**config.mk**
```make
export PLATFORM = sky130hd
export DESIGN_NAME = uart_rx_param_flat
export DESIGN_NICKNAME = d
export VERILOG_FILES = /design/src/rtl/uart_rx_param_if.sv /design/src/rtl/uart_rx_param.sv /design/src/flat_wrapper.sv
export SDC_FILE = /design/constraint.sdc
export NUM_CORES = 1
export LEC_CHECK = 0
export BUFFER_PORTS_ARGS = -buffer_cell sky130_fd_sc_hd__buf_4
export CAP_MARGIN = 20
export CORE_MARGIN = 2
export CORE_UTILIZATION = 40
export CTS_BUF_LIST = sky130_fd_sc_hd__clkbuf_4 sky130_fd_sc_hd__clkbuf_8 sky130_fd_sc_hd__clkbuf_16
export DETAILED_ROUTE_END_ITERATION = 10
export GPL_ROUTABILITY_DRIVEN = 1
export PLACE_DENSITY = 0.67
export SYNTH_ARGS = -nofsm -noshare
export SYNTH_HDL_FRONTEND = slang
export SYNTH_SLANG_ARGS = --single-unit
```
**constraint.sdc**
```tcl
create_clock -name clk -period 1.8 [get_ports clk]
set_input_delay 0.09 -clock clk [delete_from_list [all_inputs] [get_ports clk]]
set_output_delay 0.09 -clock clk [all_outputs]
set_load 0.02 [all_outputs]
```
**src/rtl/uart_rx_param_if.sv**
```systemverilog
// uart_rx_param_if: word delivery handshake and status flags between receiver and consumer
interface uart_rx_param_if #(
    parameter int DATA_BITS = 8
);
    logic [DATA_BITS-1:0] data;
    logic                 data_valid;
    logic                 data_ready;
    logic                 parity_err;
    logic                 frame_err;
    logic                 overrun_err;
    logic                 break_det;

    modport master (
        output data, data_valid, parity_err, frame_err, overrun_err, break_det,
        input  data_ready
    );

    modport slave (
        input  data, data_valid, parity_err, frame_err, overrun_err, break_det,
        output data_ready
    );
endinterface

```
**src/rtl/uart_rx_param.sv**
```systemverilog
// uart_rx_param: parametrised UART receiver with majority voting, error/break detection and valid/ready output
module uart_rx_param #(
    parameter int CLK_FREQ    = 50000000,
    parameter int BAUD_RATE   = 9600,
    parameter int DATA_BITS   = 8,
    parameter int PARITY      = 0,
    parameter int STOP_BITS   = 1,
    parameter int SYNC_STAGES = 2
) (
    input  logic clk,
    input  logic reset_n,
    input  logic rx_line,
    output logic rx_busy,
    uart_rx_param_if.master rx
);
    localparam int CLKS_PER_BIT = CLK_FREQ / BAUD_RATE;
    localparam int HALF_BIT     = CLKS_PER_BIT / 2;
    localparam int CW           = $clog2(CLKS_PER_BIT);
    localparam int IW           = $clog2(DATA_BITS + 1);

    typedef enum logic [2:0] {IDLE, START, DATA, PAR, STOP, BRK_WAIT} state_t;

    state_t               state, next_state;
    logic [SYNC_STAGES-1:0] sync;
    logic [2:0]           hist;
    logic                 rxs, sample;
    logic [CW-1:0]        cnt;
    logic [IW-1:0]        idx;
    logic [DATA_BITS-1:0] shift;
    logic                 sidx, par_bit, stop0, perr_c, ferr_c, done;
    logic                 bit_tick, half_tick, last_data, last_stop, brk_now;

    assign rxs       = sync[SYNC_STAGES-1];
    assign sample    = (hist[0] & hist[1]) | (hist[0] & hist[2]) | (hist[1] & hist[2]);
    assign bit_tick  = cnt == CW'(CLKS_PER_BIT - 1);
    assign half_tick = cnt == CW'(HALF_BIT);
    assign last_data = idx == IW'(DATA_BITS - 1);
    assign last_stop = sidx == 1'(STOP_BITS - 1);
    // a break is an all-zero frame up to and including the first stop bit
    assign brk_now   = (shift == '0) && !par_bit && !((STOP_BITS == 1) ? sample : stop0);

    // state register
    always_ff @(posedge clk) begin
        if (!reset_n) state <= IDLE;
        else          state <= next_state;
    end

    // next-state: falling edge starts a frame, mid-bit sampling walks it through to the stop bits
    always_comb begin
        next_state = state;
        case (state)
            IDLE:     next_state = (hist[0] && !rxs) ? START : IDLE;
            START:    next_state = half_tick ? (sample ? IDLE : DATA) : START;
            DATA:     next_state = (bit_tick && last_data) ? ((PARITY != 0) ? PAR : STOP) : DATA;
            PAR:      next_state = bit_tick ? STOP : PAR;
            STOP:     next_state = (bit_tick && last_stop) ? (brk_now ? BRK_WAIT : IDLE) : STOP;
            BRK_WAIT: next_state = rxs ? IDLE : BRK_WAIT;
            default:  next_state = IDLE;
        endcase
    end

    // busy covers the whole frame, the delivery cycle and the wait for the line to leave break
    always_comb begin
        rx_busy = (state != IDLE) || done;
    end

    // datapath: synchroniser, vote history, counters, shift register, error candidates and delivery
    always_ff @(posedge clk) begin
        if (!reset_n) begin
            sync           <= '1;
            hist           <= '1;
            cnt            <= '0;
            idx            <= '0;
            shift          <= '0;
            sidx           <= 1'b0;
            par_bit        <= 1'b0;
            stop0          <= 1'b0;
            perr_c         <= 1'b0;
            ferr_c         <= 1'b0;
            done           <= 1'b0;
            rx.data        <= '0;
            rx.data_valid  <= 1'b0;
            rx.parity_err  <= 1'b0;
            rx.frame_err   <= 1'b0;
            rx.overrun_err <= 1'b0;
            rx.break_det   <= 1'b0;
        end else begin
            sync           <= {sync[SYNC_STAGES-2:0], rx_line};
            hist           <= {hist[1:0], rxs};
            cnt            <= (state == START) ? (half_tick ? '0 : cnt + 1'b1)
                            : (state inside {DATA, PAR, STOP}) ? (bit_tick ? '0 : cnt + 1'b1) : '0;
            done           <= 1'b0;
            rx.overrun_err <= 1'b0;
            rx.break_det   <= 1'b0;
            if (state == START) begin
                idx     <= '0;
                sidx    <= 1'b0;
                par_bit <= 1'b0;
                perr_c  <= 1'b0;
                ferr_c  <= 1'b0;
            end
            if (state == DATA && bit_tick) begin
                shift <= {sample, shift[DATA_BITS-1:1]};
                idx   <= idx + 1'b1;
            end
            if (state == PAR && bit_tick) begin
                par_bit <= sample;
                perr_c  <= ((^shift) ^ sample) != (PARITY == 1);
            end
            if (state == STOP && bit_tick) begin
                ferr_c       <= ferr_c | !sample;
                stop0        <= sidx ? stop0 : sample;
                sidx         <= 1'b1;
                done         <= last_stop && !brk_now;
                rx.break_det <= last_stop && brk_now;
            end
            if (done && (!rx.data_valid || rx.data_ready)) begin
                rx.data       <= shift;
                rx.parity_err <= perr_c;
                rx.frame_err  <= ferr_c;
                rx.data_valid <= 1'b1;
            end else if (done) begin
                rx.overrun_err <= 1'b1;
            end else if (rx.data_valid && rx.data_ready) begin
                rx.data_valid <= 1'b0;
                rx.parity_err <= 1'b0;
                rx.frame_err  <= 1'b0;
            end
        end
    end
endmodule

```
**src/flat_wrapper.sv**
```systemverilog
// flat-port wrapper written by rule: the top's interface ports become plain ports
module uart_rx_param_flat 
#(
    parameter int CLK_FREQ    = 50000000,
    parameter int BAUD_RATE   = 9600,
    parameter int DATA_BITS   = 8,
    parameter int PARITY      = 0,
    parameter int STOP_BITS   = 1,
    parameter int SYNC_STAGES = 2
)
  (clk, reset_n, rx_line, rx_busy, rx_data, rx_data_valid, rx_parity_err, rx_frame_err, rx_overrun_err, rx_break_det, rx_data_ready);
  uart_rx_param_if #(.DATA_BITS(DATA_BITS)) rx_i ();
  input  logic clk;
  input  logic reset_n;
  input  logic rx_line;
  output logic rx_busy;
  output wire logic [$bits(rx_i.data)-1:0] rx_data;
  output wire logic [$bits(rx_i.data_valid)-1:0] rx_data_valid;
  output wire logic [$bits(rx_i.parity_err)-1:0] rx_parity_err;
  output wire logic [$bits(rx_i.frame_err)-1:0] rx_frame_err;
  output wire logic [$bits(rx_i.overrun_err)-1:0] rx_overrun_err;
  output wire logic [$bits(rx_i.break_det)-1:0] rx_break_det;
  input wire logic [$bits(rx_i.data_ready)-1:0] rx_data_ready;
  assign rx_data = rx_i.data;
  assign rx_data_valid = rx_i.data_valid;
  assign rx_parity_err = rx_i.parity_err;
  assign rx_frame_err = rx_i.frame_err;
  assign rx_overrun_err = rx_i.overrun_err;
  assign rx_break_det = rx_i.break_det;
  assign rx_i.data_ready = rx_data_ready;
  uart_rx_param #(.CLK_FREQ(CLK_FREQ), .BAUD_RATE(BAUD_RATE), .DATA_BITS(DATA_BITS), .PARITY(PARITY), .STOP_BITS(STOP_BITS), .SYNC_STAGES(SYNC_STAGES)) u_core (.clk(clk), .reset_n(reset_n), .rx_line(rx_line), .rx_busy(rx_busy), .rx(rx_i));
endmodule
```
==> results of run 1 <==
-- placed cells by master (no fill, tap or decap), drive strengths merged, types with 2 or more instances in the layout --
master / n
nor3: 17
o211ai: 2
xor2: 3
clkbuf: 6
nor2b: 2
nand2: 23
nand3b: 4
a32oi: 2
and4bb: 3
dfxtp: 51
o31ai: 2
nor2: 19
nor4bb: 3
nand3: 19
nor4: 2
buf: 28
inv: 13
xnor2: 12
nor3b: 4
and3: 2
a21oi: 15
mux2i: 8
o21ai: 2
a31oi: 2
nand4: 7
ha: 7
nand2b: 6
-- power breakdown --
group / leakage (nW) / total (mW) / internal (mW) / switching (mW)
clock: 0.0470 / 0.649 / 0.302 / 0.347
combinational: 0.532 / 0.0577 / 0.0215 / 0.0362
sequential: 0.412 / 1.14 / 1.13 / 0.00597
total: 0.991 / 1.84 / 1.46 / 0.389
-- logic make-up after synthesis --
group                      Yosys count  synth area share [%]
buffers and inverters               23                  4.13
AOI/OAI and AO/OA                   31                  9.13
and+or+nand+nor                    117                  29.0
DFF                                 51                  44.3
xor gates and xnor gates            15                  5.71
adders and majority gates            8                  4.24
muxes                                8                  3.48
-- final cells by class --
class	count	area (um^2)
Timing Repair Buffer	29	220
Multi-Input combinational cell	179	1190
Inverter	13	48.8
Clock inverter	1	5.00
Fill cell	557	2890
Tap cell	72	90.1
Sequential cell	51	1020
Clock buffer	6	82.6
-- path summary, 6_finish.rpt --
kind / start / end / slack, ps / cells after the start
hold reg to reg: u_core.sync[0] / u_core.sync[1] / 430 / 1
hold / removal: reset_n / u_core.hist[2] / 80 / 2
setup / recovery: u_core.cnt[0] / u_core.cnt[1] / 140 / 6
setup reg to reg: u_core.cnt[0] / u_core.cnt[1] / 140 / 6
-- flip-flops by register name, summed over array words and instances (netlist names) --
signal / count
u_core.cnt: 13
u_core.rx.data: 8
u_core.shift: 8
u_core.idx: 4
u_core.hist: 3
u_core.state: 3
u_core.sync: 2
u_core.done: 1
u_core.ferr_c: 1
u_core.par_bit: 1
u_core.perr_c: 1
u_core.rx.break_det: 1
u_core.rx.data_valid: 1
u_core.rx.frame_err: 1
u_core.rx.overrun_err: 1
u_core.rx.parity_err: 1
u_core.sidx: 1
-- layer usage --
layer / track usage (%) / routed length (um)
met1: 20.3 / 2250
met2: 25.7 / 2220
met3: 3.51 / 127
met4: 3.90 / 25
met5: 0 / 0
-- repair_timing --
item	CTS	global route
endpoints found under the setup margin	0	9
hold endpoints to repair	1	0
hold buffers	1	0
resized for setup	0	1
==> out/results.tsv, run 1 <==
metric	value	unit
yosys.area.top_type	dfxtp_1	
gp_congestion	0.805	
dp_slack	158	ps
totalWireLength	4620	um
cp_top_family	simple AND/OR/NAND/NOR gates	
skew	7.77	ps
h-tree-depth	2	
fin_cells	351	
layout_setup_ws	138	ps
die_w	79.9	um
fin_nets	290	
detail-route-antenna-nets	0	
io_pins	18	
yosysWarnings	0	
netlist_area	0.00230	mm^2
firstDrtPassIters	4	
start_util	41.6	%
power_density	695	mW/mm^2
fp.dieH	79.9	um
yosysMostFrequentCell	dfxtp_1	
crit_path_max_fanout	13	
cts.sinks	51	
stdcell_area	0.00266	mm^2
synth_area_leaders	dfxtp_1 (44%), xnor2_1 (4.6%), nand3_1 (4.1%), ha_1 (3.8%), nand2_1 (3.8%)	
fin_setup_tns	0	ps
syn2layout_area_growth	15.3	%
tightest_slew	401	ps
postSynthNetCount	264	
worstPathArrival	1880	ps
critical_path.endpoint_type	register	
synth_cell_types	47	
ys_seq_elements	51	
finalMaxSlewViolations	0	
postSynthCellCount	253	
clk_pin_slew_worst_paths	80	ps
p_leak	0.991	nW
die-area	0.00638	mm^2
drc	0	
drtIter0Drc	152	
final.min_clock_period	1660	ps
hold_path.class	input pin to register	
grt_max_degree	21	
worst_skew_pair.late_latency	290	ps
yosysSeqAreaShare	44.3	%
fin_util	47.9	%
first_global_vias	1716	
cts_tree	done	
critPathSlowestCell	dfxtp_1	
antenna_found_initial	0	
slew_headroom	73.3	%
cp-start-kind	register	
max_freq	602	MHz
cts_made_buffers	5	
synth_ff_type	dfxtp_1	
vdd_drop_max	536	uV
netlist.area_leader.share	44.3	%
cp_num_buf_inv	1	
cts_buffer_depth	2	
rsz0062_at_grt	false	
critPathKind	register to register	
timing.hold.ws	84.6	ps
drive_gt1_share	16.1	%
status	finished clean	
grt_pass1_wl	7830	um
p_total	1.84	mW
num_vias	1850	
cts-root-buf	clkbuf_8	
maxCapViolCount	0	
core-area	0.00554	mm^2
dp_cells	343	
io_buffers	17	
grt-ovfl-total	0	
final-setup-viol-count	0	
avgSynthCellArea	9.10	um^2
hold_viol	0	
rows	27	
synth_commonest_cells	dfxtp_1 (51), nand2_1 (23), nand3_1 (19), nor2_1 (19), nor3_1 (17)	
grt_usage	15.4	%
cp.required	2020	ps
path_cells	ha_1, and4bb_2, and3_2, a2bb2oi_2, buf_4, nor3b_1	
wire_per_inst	13.2	um
diodes	0	
post-route-period-util	92.3	%
cpPeakStageDelay	340	ps
async_flop_share	0	%
post-cts-setup-buffer-count	0	
dp_hpwl	3340	um
placed_cell_area	0.00256	mm^2
synth-edff-count	0	
avgViaCountPerCell	5.27	
No activity file was read; power rests on OpenSTA's default activity.
==> inputs of run 2 (changes only) <==
- ABC_AREA: not set -> 1
==> run 2 against run 1 <==
Against the previous run: clock skew barely moved; power rose by 9.0%; cell count rose by 19%; non-clock buffer count fell by 9; combinational power fell by 11%; register-to-register slack improved by 100 ps; cell area rose by 2.7%; synthesized cell count rose by 26%; largest power group unchanged.
==> out/results.tsv, run 2 <==
metric	value	unit
slew_headroom	59.7	%
min_from	rx_data_ready	
grt_max_degree	25	
skew	7.66	ps
first_global_vias	1871	
avgViaCountPerCell	4.83	
rows	28	
fp.dieH	81.5	um
regMostFlops	u_core.cnt	
rsz0062_at_grt	false	
grt_pass1_wl	7990	um
power_density	737	mW/mm^2
path_cells	ha_1, nand2_1, nor2_1, nand2_2, nor2_4, nand2_2, o21ai_0, a21oi_1	
postSynthNetCount	331	
cp.required	1990	ps
cts_buffer_depth	2	
netlist.area_leader.share	42.5	%
synth-edff-count	0	
finalMaxSlewViolations	0	
start_util	41.0	%
final_common_cell	dfxtp_1	
p_leak	1.07	nW
async_flop_share	0	%
largest_register_ffs	13	
netlist_area	0.00240	mm^2
yosysSeqAreaShare	42.5	%
rr_endpoint	u_core.shift[3]	
num_vias	2014	
ff2ff_path_depth	8	
holdPathStages	4	
wire_per_inst	10.9	um
vdd_drop_max	576	uV
r2r_slack	240	ps
io_pins	18	
syn2layout_area_growth	13.6	%
dp_hpwl	3280	um
synth_cell_types	28	
cp_num_buf_inv	0	
critPathKind	register to register	
cts_made_buffers	5	
firstDrtPassIters	4	
totalWireLength	4560	um
critical_path.endpoint_type	register	
drc	0	
synth_commonest_cells	dfxtp_1 (51), nand2_1 (49), inv_1 (40)	
drtIter0Drc	184	
diodes	0	
largest_registers	u_core.cnt x13, u_core.rx.data x8, u_core.shift x8	
ys_seq_elements	51	
cp_top_family	simple AND/OR/NAND/NOR gates	
post-route-period-util	86.7	%
h-tree-depth	2	
die-area	0.00664	mm^2
fin_cells	417	
postSynthCellCount	320	
avgSynthCellArea	7.50	um^2
yosysMostFrequentCell	dfxtp_1	
clk_pin_slew_worst_paths	100	ps
critPathSlowestCell	dfxtp_1	
hold_viol	0	
final-setup-viol-count	0	
crit_path_max_fanout	15	
grt-ovfl-total	0	
worst_skew_pair.late_latency	310	ps
dp_cells	408	
cts_tree	done	
cts.sinks	51	
max_freq	641	MHz
fin_util	46.6	%
whs_endpoint	u_core.rx.overrun_err	
hold_path.class	input pin to register	
final_cell_mix	dfxtp_1 (51), nand2_1 (49), inv_1 (40), nor2_1 (34), a21oi_1 (26)	
grt_usage	15.3	%
yosys.area.top_type	dfxtp_1	
fin_nets	352	
drive_gt1_share	15.2	%
core-area	0.00585	mm^2
fin_setup_tns	0	ps
timing.rr.start	u_core.cnt[0]	
cts-root-buf	clkbuf_8	
worstPathArrival	1750	ps
final.min_clock_period	1560	ps
die_w	81.5	um
synth_ff_type	dfxtp_1	
synth_area_leaders	dfxtp_1 (43%), nand2_1 (7.7%), inv_1 (6.3%), nor2_1 (5.5%), a21oi_1 (5.4%)	
gp_congestion	0.876	
tightest_slew	604	ps
cp_common_cell	nand2_2	
status	finished clean	
io_buffers	17	
cp-start-kind	register	
startpoint	u_core.cnt[0]	
detail-route-antenna-nets	0	
cpPeakStageDelay	380	ps
maxCapViolCount	0	
yosysWarnings	0	
antenna_found_initial	0	
-- run 2: cell types whose count changed in the layout (fill, tap and decap cells not counted), moves of 6 or more --
cell      previous run  this run
o21ai_0              2        21
buf_4               28        19
xnor2_1             12         3
nand2_2              0         6
mux2i_1              8         0
nor2_1              19        34
nand2_1             23        49
inv_1               13        40
a21oi_1             15        26
nand2b_1             6         0
-- run 2: worst max path at each step --
stage / to / slack (ps) / cells after the start
after global routing: u_core.shift[2] / 60 / 8
final: u_core.shift[3] / 240 / 8
after CTS: u_core.rx.parity_err / 210 / 6
after floorplan: u_core.cnt[10] / 330 / 11
after global placement: u_core.shift[3] / 230 / 8
after detailed placement: u_core.rx.frame_err / 220 / 6
-- run 2: metrics by stage --
step	hold slack (ps)	area (um^2)	setup WS, ps	total power, mW
finish	64.4	2730	239	2.01
global route	76.5	2730	60.5	2.08
CTS	52.0	2730	206	2.03
detailed placement	281	2600	216	1.21
global placement	280	2600	225	1.21
floorplan	197	2400	330	1.20
-- run 2: report_power, final --
| part | leakage [nW] | internal, mW | switching, mW | total [mW] |
|---|---|---|---|---|
| logic | 0.595 | 0.0169 | 0.0345 | 0.0514 |
| clock network | 0.0587 | 0.422 | 0.401 | 0.822 |
| registers | 0.412 | 1.13 | 0.00376 | 1.14 |
| total | 1.07 | 1.57 | 0.439 | 2.01 |
-- run 2: area by class of cell --
class	instances	area [um^2]
Clock inverter	3	47.5
Tap cell	75	93.8
Clock buffer	5	68.8
Timing Repair Buffer	20	153
Inverter	46	173
Sequential cell	51	1020
Multi-Input combinational cell	217	1170
Fill cell	576	3120
-- run 2: layer usage --
| metal | vias to the layer above | share of wire (%) | track usage [%] |
|---|---|---|---|
| li1 | 1070 | - | - |
| met1 | 915 | 50 | 20.1 |
| met2 | 22 | 45 | 24.8 |
| met3 | 7 | 2.7 | 3.41 |
| met4 | 0 | 1.8 | 5.08 |
| met5 | - | 0 | 0 |
-- run 2: worst min-delay path, delay by kind of cell --
| kind | cells | cell delay, ps |
|---|---|---|
| AND/OR/NAND/NOR | 2 | 90 |
| buffers and inverters | 2 | 140 |
-- run 2: repair_timing --
| item | 4_1_cts | 5_1_grt |
|---|---|---|
| endpoints found under the setup margin | 0 | 2 |
| resized for setup | 0 | 1 |
| setup buffers | 0 | 0 |
| hold buffers | 1 | 0 |
| endpoints found under the hold margin | 1 | 0 |
-- run 2: kinds of logic (layout without fill, tap and decap cells) --
| logic type | count (synthesis) | count (layout) | share of synthesized area [%] |
|---|---|---|---|
| AOI/OAI and AO/OA | 53 | 53 | 11.9 |
| xor gates and xnor gates | 11 | 11 | 4.01 |
| adders and majority gates | 7 | 7 | 3.65 |
| buffers and inverters | 52 | 74 | 8.81 |
| DFF | 51 | 51 | 42.5 |
| and+or+nand+nor | 146 | 146 | 29.1 |
==> inputs of run 3 (changes only) <==
- ABC_AREA: 1 -> not set
- PLACE_DENSITY: 0.67 -> not set
==> run 3 against run 2 <==
Against the previous run: clock-buffer cell count is 1 higher; critical endpoint is now u_core.idx[3]; highest routed layer unchanged; sequential cell count stayed put; critical path type unchanged; via count fell by 7.9%; fmax down 3.6%; worst setup slack got worse by 58 ps.
==> out/results.tsv, run 3 (synthesis results as in run 1) <==
metric	value	unit
grt_usage	15.6	%
fin_cells	352	
dp_cells	343	
cts_tree	done	
dp_slack	209	ps
die-area	0.00638	mm^2
post-route-period-util	89.9	%
finalMaxSlewViolations	0	
worst_skew_pair.late_latency	300	ps
grt_max_degree	17	
largest_register_ffs	13	
layout_setup_ws	181	ps
nFillCells	566	
critPathKind	register to register	
cts-root-buf	clkbuf_8	
h-tree-depth	2	
syn2layout_area_growth	17.1	%
p_total	2.02	mW
fin_util	48.7	%
num_vias	1854	
critical_path.endpoint_type	register	
avgViaCountPerCell	5.27	
io_buffers	17	
firstDrtPassIters	4	
regMostFlops	u_core.cnt	
drive_gt1_share	16.1	%
largest_registers	u_core.cnt x13, u_core.rx.data x8, u_core.shift x8	
first_global_vias	1738	
status	finished clean	
rows	27	
final_common_cell	dfxtp_1	
tightest_slew	398	ps
core-area	0.00554	mm^2
skew	3.84	ps
cts.sinks	51	
cp-start-kind	register	
grt_pass1_wl	7820	um
max_freq	618	MHz
crit_path_max_fanout	5	
clk_pin_slew_worst_paths	90	ps
die_w	79.9	um
fp.dieH	79.9	um
fin_nets	290	
diodes	0	
antenna_found_initial	0	
start_util	41.6	%
hold_viol	0	
cp.required	2030	ps
vdd_drop_max	346	uV
dp_hpwl	3330	um
post-cts-setup-buffer-count	0	
slew_headroom	73.4	%
final_cell_mix	dfxtp_1 (51), buf_4 (27), nand2_1 (23), nor2_1 (19), nand3_1 (19)	
power_density	749	mW/mm^2
drtIter0Drc	76	
hold_path.class	input pin to register	
final-setup-viol-count	0	
maxCapViolCount	0	
cts_buffer_depth	2	
drc	0	
fin_setup_tns	0	ps
detail-route-antenna-nets	0	
worstPathArrival	1850	ps
io_pins	18	
cts_made_buffers	5	
p_leak	1.01	nW
grt-ovfl-total	0	
final.min_clock_period	1620	ps
totalWireLength	4580	um
rsz0062_at_grt	false	
gp_congestion	0.787	
wire_per_inst	13.0	um
==> run 3: changes by cell type in the layout (fill, tap and decap cells not counted), sizes merged, moves of 8 or more <==
cell and delta:
mux2i +8, inv -33, o21ai -21, nor2 -20, buf +9, xnor2 +9, a21oi -13, nand2 -33
==> run 3: critical path, stage by stage, from the launching register on <==
cell	delay (ps)
dfxtp_1	390
ha_1	180
and4bb_2	300
nand4_4	90
or4_1	490
o211ai_2	80
==> run 3: area by class of cell <==
type / instances / area [um^2] / share of cell area [%]
Tap cell: 72 / 90.1 / 3.34
Inverter: 13 / 48.8 / 1.81
Timing Repair Buffer: 29 / 233 / 8.63
Multi-Input combinational cell: 179 / 1190 / 44.0
Clock buffer: 6 / 82.6 / 3.06
Clock inverter: 2 / 35.0 / 1.30
Sequential cell: 51 / 1020 / 37.9
==> run 3: layer usage <==
metal / track usage [%] / vias up / wire length, um
li1: - / 941 / -
met2: 26.3 / 23 / 2260
met4: 6.61 / 0 / 66
met5: 0 / - / 0
met3: 3.17 / 6 / 128
met1: 19.3 / 884 / 2130
==> run 3: final timing paths <==
| check | start | endpoint | slack, ps | cells past startpoint |
|---|---|---|---|---|
| setup / recovery | u_core.cnt[0] | u_core.idx[3] | 180 | 5 |
| hold / removal | reset_n | u_core.sync[1] | 70 | 2 |
| setup reg to reg | u_core.cnt[0] | u_core.idx[3] | 180 | 5 |
| hold reg to reg | u_core.sync[0] | u_core.sync[1] | 410 | 1 |
==> run 3: power by group <==
| part | switching, mW | internal [mW] | total [mW] |
|---|---|---|---|
| registers | 0.00605 | 1.13 | 1.14 |
| logic | 0.0366 | 0.0242 | 0.0608 |
| clock network | 0.369 | 0.450 | 0.819 |
==> run 3: per-stage QoR <==
step	area, um^2	hold WS (ps)
after floorplan	2300	163
after global placement	2570	281
after detailed placement	2570	281
after CTS	2700	66.0
after global routing	2700	72.9
final	2700	67.6
==> run 3: timing repair <==
item	4_1_cts	5_1_grt
endpoints found under the hold margin	1	0
resized for setup	0	0
endpoints found under the setup margin	0	0
hold buffers	1	0
